<file path="src/rtl/sdram_cmd_arbiter.sv">
// SDRAM command bus owner: init passthrough, then periodic auto-refresh with debt tracking
// and a single granted access requester. All outputs registered. Optional RefCnt via SDRAM_REFCNT_EN.
module sdram_cmd_arbiter #(
    parameter int SDRAMMHZ     = 100,
    parameter int REFPERIOD_NS = 7800,
    parameter int CYCNUMRP     = 2,
    parameter int CYCNUMRFC    = 7,
    parameter int REFDEBT      = 4
) (
    input  logic        Clk,
    input  logic        Rest,
    input  logic [3:0]  InitCmd,
    input  logic [12:0] InitMode,
    input  logic        InitDone,
    input  logic        ReInit,
    input  logic        AccReq,
    input  logic [3:0]  AccCmd,
    input  logic [12:0] AccAddr,
    input  logic [1:0]  AccBa,
    input  logic        AccDone,
    output logic        AccGnt,
    output logic        AccUrgent,
    output logic [3:0]  SdramCmd,
    output logic [12:0] SdramAddr,
    output logic [1:0]  SdramBa
`ifdef SDRAM_REFCNT_EN
    ,
    output logic [15:0] RefCnt
`endif
);

    localparam int REFCYC = REFPERIOD_NS * SDRAMMHZ / 1000;
    localparam int TMR_W  = (REFCYC > 1) ? $clog2(REFCYC) : 1;
    localparam int DEBT_W = $clog2(REFDEBT + 1);
    localparam int PH_MAX = (CYCNUMRP > CYCNUMRFC) ? CYCNUMRP : CYCNUMRFC;
    localparam int PH_W   = (PH_MAX > 1) ? $clog2(PH_MAX) : 1;

    localparam logic [3:0] CMD_NOP  = 4'b0111;
    localparam logic [3:0] CMD_PRE  = 4'b0010;
    localparam logic [3:0] CMD_AREF = 4'b0001;

    typedef enum logic [2:0] {
        S_INIT,
        S_IDLE,
        S_REF_PRE,
        S_REF_AR,
        S_ACCESS
    } state_t;

    state_t              state, state_nxt;
    logic [TMR_W-1:0]    timer;
    logic [DEBT_W-1:0]   debt, debt_nxt;
    logic [PH_W-1:0]     phase, phase_nxt;
    logic                wrap, ref_pend, ref_done, ar_issue;
    logic [3:0]          cmd_nxt;
    logic [12:0]         addr_nxt;
    logic [1:0]          ba_nxt;
    logic                gnt_nxt;

    assign wrap     = (state != S_INIT) && (timer == TMR_W'(REFCYC - 1));
    // A wrap this cycle already counts as owed, so a simultaneous AccReq loses to it.
    assign ref_pend = (debt != '0) || wrap;

    always_comb begin
        state_nxt = state;
        phase_nxt = phase;
        cmd_nxt   = CMD_NOP;
        addr_nxt  = '0;
        ba_nxt    = '0;
        gnt_nxt   = 1'b0;
        ref_done  = 1'b0;
        ar_issue  = 1'b0;
        case (state)
            S_INIT: begin
                cmd_nxt  = InitCmd;
                addr_nxt = InitMode;
                if (InitDone) state_nxt = S_IDLE;
            end
            S_IDLE: begin
                if (ReInit) begin
                    state_nxt = S_INIT;
                end else if (ref_pend) begin
                    state_nxt = S_REF_PRE;
                    phase_nxt = '0;
                    cmd_nxt   = CMD_PRE;
                    addr_nxt  = 13'h0400;
                end else if (AccReq) begin
                    state_nxt = S_ACCESS;
                    gnt_nxt   = 1'b1;
                end
            end
            S_REF_PRE: begin
                if (phase == PH_W'(CYCNUMRP - 1)) begin
                    state_nxt = S_REF_AR;
                    phase_nxt = '0;
                    cmd_nxt   = CMD_AREF;
                    ar_issue  = 1'b1;
                end else begin
                    phase_nxt = phase + 1'b1;
                end
            end
            S_REF_AR: begin
                if (phase == PH_W'(CYCNUMRFC - 1)) begin
                    state_nxt = S_IDLE;
                    ref_done  = 1'b1;
                end else begin
                    phase_nxt = phase + 1'b1;
                end
            end
            S_ACCESS: begin
                if (AccDone) begin
                    state_nxt = S_IDLE;
                end else begin
                    gnt_nxt  = 1'b1;
                    cmd_nxt  = AccCmd;
                    addr_nxt = AccAddr;
                    ba_nxt   = AccBa;
                end
            end
            default: state_nxt = S_INIT;
        endcase
    end

    // Wrap and completion in the same cycle cancel out, even when saturated.
    always_comb begin
        debt_nxt = debt;
        if (wrap && !ref_done) begin
            if (debt != DEBT_W'(REFDEBT)) debt_nxt = debt + 1'b1;
        end else if (ref_done && !wrap) begin
            debt_nxt = debt - 1'b1;
        end
    end

    always_ff @(posedge Clk) begin
        if (Rest) begin
            state     <= S_INIT;
            phase     <= '0;
            timer     <= '0;
            debt      <= '0;
            SdramCmd  <= CMD_NOP;
            SdramAddr <= '0;
            SdramBa   <= '0;
            AccGnt    <= 1'b0;
            AccUrgent <= 1'b0;
        end else begin
            state     <= state_nxt;
            phase     <= phase_nxt;
            debt      <= debt_nxt;
            SdramCmd  <= cmd_nxt;
            SdramAddr <= addr_nxt;
            SdramBa   <= ba_nxt;
            AccGnt    <= gnt_nxt;
            AccUrgent <= (debt_nxt == DEBT_W'(REFDEBT));
            if (state == S_INIT || wrap) timer <= '0;
            else                         timer <= timer + 1'b1;
        end
    end

`ifdef SDRAM_REFCNT_EN
    always_ff @(posedge Clk) begin
        if (Rest || (state == S_IDLE && ReInit)) RefCnt <= '0;
        else if (ar_issue)                      RefCnt <= RefCnt + 1'b1;
    end
`endif

endmodule

</file>
<file path="config.mk">
export PLATFORM = sky130hd
export DESIGN_NAME = sdram_cmd_arbiter
export DESIGN_NICKNAME = d
export VERILOG_FILES = /design/src/rtl/sdram_cmd_arbiter.sv
export SDC_FILE = /design/constraint.sdc
export NUM_CORES = 1
export LEC_CHECK = 0
export ABC_AREA = 1
export CAP_MARGIN = 20
export CORE_AREA = 2 2 69 71
export DETAILED_ROUTE_END_ITERATION = 10
export DIE_AREA = 0 0 71 73
export DONT_BUFFER_PORTS = 1
export HOLD_SLACK_MARGIN = 0.02
export PLACE_DENSITY = 0.73
export SYNTH_ARGS = -nofsm -noshare
export SYNTH_HDL_FRONTEND = slang
export SYNTH_SLANG_ARGS = --single-unit
</file>
<file path="constraint.sdc">
create_clock -name Clk -period 1.3 [get_ports Clk]
set_input_delay 0.325 -clock Clk [delete_from_list [all_inputs] [get_ports Clk]]
set_output_delay 0.325 -clock Clk [all_outputs]
set_load 0.01 [all_outputs]
</file>
* Word level (Yosys, flattened, before mapping)
Index checks and enable logic that the tools add are counted.
** Word-level totals
- Input port bits :: 42
- Word-level logic and storage cells :: 78
- Output and inout port bits :: 21
- Register bits :: 40
** Operators by class
- Add/subtract/negate cells :: 4
- Eq/ne operators :: 17
- Multiplexer cells :: 32
- Reduce and logical (&&, ||, !) cells :: 15
- Bitwise gates (word level) :: 1
** Operators with widths (count)
- 2-to-1 mux 3 bit :: 17
- one-hot mux 13 bit (3 select lines) :: 1
- 2-to-1 mux 11 bit :: 2
- one-hot mux 4 bit (4 select lines) :: 1
- one-hot mux 3 bit (5 select lines) :: 1
- inequality test 2 bit, second input constant :: 7
- 2-to-1 mux 13 bit :: 1
- adder 10 x 1 -> 10 bit, second input constant :: 1
- == test 10 bit, second input constant :: 1
- == test 3 bit, second input constant :: 3
- one-hot mux 3 bit (3 select lines) :: 1
- nonzero test 3 bit :: 3
- adder 3 x 1 -> 3 bit, second input constant :: 2
- == test 3 x 1 -> 1 bit, second input constant :: 2
- == test 3 x 2 -> 1 bit, second input constant :: 2
- 2-to-1 mux 1 bit :: 6
- AND reduction 5 bit :: 1
- 2-to-1 mux 4 bit :: 1
- inequality test 4 bit, second input constant :: 1
- AND reduction 4 bit :: 1
- logical AND 1 bit :: 3
- logical NOT 3 bit :: 1
- inequality test 3 bit, second input constant :: 1
- OR reduction 3 bit :: 1
- other kinds (6) :: 8

* Longest topological paths before layout
- Depth in word-level cells :: 7
- Gate-level depth with buffers :: 13
- Mapped depth without buffers :: 13

* Least setup slack after synthesis
OpenSTA, ideal clock, no wires.
- Kind :: reg2reg
- Start point :: register timer[0]
- End point :: register timer[8]
- Library setup time :: 117 ps
- Clock period less this slack :: 1485 ps
- Path buffers :: 0
- Cell stages (with the launch flop) :: 10
- Arrival time :: 1368 ps
- Slack :: -185 ps
- Data required time :: 1183 ps
- Path through :: dfxtp_1 -> ha_1 -> nand2_1 -> inv_1 -> nand2_1 -> nor3b_1 -> and2_1 -> nand2_1 -> o21bai_1 -> a21oi_1
** Between the ends
- Cells in the longest elaborated chain, start to end :: 4
- Elaborated cells between the ends (all ways) :: 5
- Those cells by class :: add/sub: 1; eq/ne: 1; reduce/logical: 3
** Ends and longest elaborated chain
- from (decl) :: RTL line 51 : logic [TMR_W-1:0] timer;
- from (signal assigned) :: RTL line 155 : else timer <= timer + 1'b1;
- branches (longest 4 deep; another with adder 10 x 1 -> 10 bit)
Parallel ways; which one is timed is not known.
A chain may end at the register's enable or synchronous reset.

* Worst setup path in the final report
- Start point :: register timer[5]
- End point :: register AccUrgent
** Between the ends
- Cells in the longest elaborated chain, start to end :: 7
- Elaborated cells between the ends (all ways) :: 8
- Those cells by class :: eq/ne: 2; mux: 2; reduce/logical: 4
** Ends and longest elaborated chain
- == test 10 bit * :: RTL line 60 : assign wrap = (state != S_INIT) && (timer == TMR_W'(REFCYC - 1));
- logical AND 1 bit * :: RTL line 60
- logical NOT 1 bit :: RTL line 129 : end else if (ref_done && !wrap) begin
- logical AND 1 bit :: RTL line 129
- 2-to-1 mux 3 bit :: RTL line 129
- 2-to-1 mux 3 bit * :: RTL line 127 : if (wrap && !ref_done) begin
- == test 3 bit * :: RTL line 153 : AccUrgent <= (debt_nxt == DEBT_W'(REFDEBT));
- to (signal assigned) :: RTL line 153
- to (decl) :: RTL line 22 : output logic AccUrgent,
Mark *: on every way between the ends. The rest lies on a longest branch, timed or not.

==> results.toml <==
[status]
status = "finished with violations"
violations = "negative setup slack"

[setup_path]
cp-start-kind = "register"
endpoint_kind = "register"
path_class = "reg -> reg"
critPathArrivalTime_ns = 1.73
cp_max_fo = 3
critical_path_required_ns = 1.53

[cts]
cts-buffers-inserted = 5
cts_hold_buf = 0
tritoncts = "yes"
clock_sinks = 40
cts-htree-levels = 2
cts-root-buf = "clkbuf_8"
clk_latency_ns = 0.31
path_clk_slew_ns = 0.08
cts.path.max_buffers = 2

[logic_synthesis]
avgSynthCellArea_um2 = 7.086
synthDistinctLibCells = 34
seq_area_frac_synth_pct = 40.95
synth_flop_cell = "dfxtp_1"
syn_area_mm2 = 0.001956
synth-seq-cells = 40
synthCells = 276
syn_nets = 325
synth_edf_count = 0
async_reset_ff_share_pct = 0
yosysWarnings = 0

[layout]
nets = 372
area_growth_pct = 49.01
layout_commonest_cell = "nand2_1"
diodes = 0
fin_area_mm2 = 0.002914
final_cell_mix = "nand2_1, buf_4, dfxtp_1, nor2_1, inv_1"
drive_gt1_share_pct = 49.07
fill_cells = 336

[power]
p_per_area_mw_per_mm2 = 1610
ir_worst_vdd_mv = 0.7098
p_leak_nw = 1.265

[floorplanning]
die_x_um = 71
fp.dieH_um = 73
core_area_mm2 = 0.004536
pin_count = 63
start_util_pct = 43.12
rows = 25
dieArea_mm2 = 0.005183

[global_routing]
overflow = 0
antenna_found_initial = 0
grt_max_degree = 23
grt_pass1_vias = 1824
grt_first_pass_wirelength_mm = 7.838
grt_usage_pct = 19.12

[timing]
setup_ws_ns = -0.1912
drv_slew = 0
finalHoldViolCount = 0
min_period_over_period_pct = 114.7
slew_headroom_pct = 78.99
worst_slew_pin_slew_ns = 0.3141
setup_tns_ns = -3.319
fmax_ghz = 0.6706
fin_skew_ns = 0.01223
layout_min_cycle_time_ns = 1.491
hold_ws_ns = 0.06616
setup_violations = 39
rsz0062_at_grt = "true"

[drt]
ant_nets = 0
firstDrtPassIters = 6
vias = 2005
routed_wl_mm = 5.841
drt-vias-per-instance = 5.304
drcViolationCount = 0
drt-initial-drc-count = 169
wl_per_cell_um = 15.45

[min_path]
hold_class = "in -> reg"

[placed_design]
placed_area_mm2 = 0.002302
port_buffers = 0
place.detailed.hpwl_mm = 3.311
gp_congestion = 0.8665

[run]
cap_violations = 0
## registers in the layout, summed over array words and instances (netlist names)
name	cells
SdramAddr	13
timer	10
SdramCmd	4
debt	3
phase	3
state	3
SdramBa	2
AccGnt	1
AccUrgent	1
## stage by stage
step                power (mW)  utilization [%]  std cells  setup WS (ns)
finish                   4.693            64.25        378        -0.1912
global route             4.927            64.25        378        -0.3126
CTS                      4.244            58.04        373       -0.09481
detailed placement       2.976            50.76        359        -0.1372
global placement         2.943            50.76        359       -0.09019
floorplan                2.517                -        276       -0.04500
## synthesized netlist by cell type (all sizes together) (3+ instances only)
| master | instances | area [um^2] |
|---|---|---|
| nand4 | 3 | 18.77 |
| ha | 7 | 87.58 |
| nand3 | 19 | 105.1 |
| inv | 30 | 112.6 |
| clkbuf | 3 | 12.51 |
| a21oi | 27 | 138.9 |
| nor2 | 47 | 196.4 |
| o21ai | 3 | 15.01 |
| nor3 | 5 | 35.03 |
| dfxtp | 40 | 800.8 |
| nand2 | 75 | 311.6 |
## critical path, stage by stage (launching register included)
cell     delay, ns
dfxtp_2       0.34
buf_4         0.13
nor2_2        0.13
nand2_1       0.12
nor3_4        0.17
nand3_2       0.14
a21o_1        0.18
nand2_1       0.05
nand2_1       0.06
nor2_1        0.11
## final cells by class
class / count / area (um^2) / share of cell area (%)
inverters: 32 / 130.1 / 4.465
well taps: 54 / 67.56 / 2.319
clock buffers: 5 / 68.82 / 2.362
flip-flops and latches: 40 / 819.5 / 28.12
repair buffers: 45 / 394.1 / 13.53
multi-input cells: 199 / 1386 / 47.57
clock inverters: 3 / 47.55 / 1.632
## layer usage
| layer | track usage (%) | vias to the layer above | routed length (um) |
|---|---|---|---|
| li1 | - | 973 | - |
| met1 | 20.52 | 924 | 2213 |
| met2 | 34.27 | 87 | 3008 |
| met3 | 6.077 | 21 | 380 |
| met4 | 8.805 | 0 | 238 |
| met5 | 0 | - | 0 |
## repair_timing
action | in CTS | in global routing
pin swaps | 27 | 25
gates cloned | 0 | 1
endpoints found under the setup margin | 16 | 38
gates resized for setup | 47 | 63
buffers inserted | 6 | 4
## cell families after synthesis
kind of cell	synth area share [%]
AOI/OAI and AO/OA	10.24
xor gates and xnor gates	1.344
adders and majority gates	4.478
buffers and inverters	7.421
DFF	40.95
and+or+nand+nor	35.57
## where the power goes
part / internal, mW / switching, mW
combinational: 0.843 / 1.11
clock: 0.578 / 0.474
sequential: 1.46 / 0.223
total: 2.88 / 1.81
## path summary, 6_finish.rpt
check,start,end,slack [ns],depth (start not counted)
max,timer[5],AccUrgent,-0.19,9
min,Rest,phase[1],0.07,1
min reg2reg,timer[3],timer[3],0.51,2
max reg2reg,timer[5],AccUrgent,-0.19,9
Power figures use the tool's default switching activity.
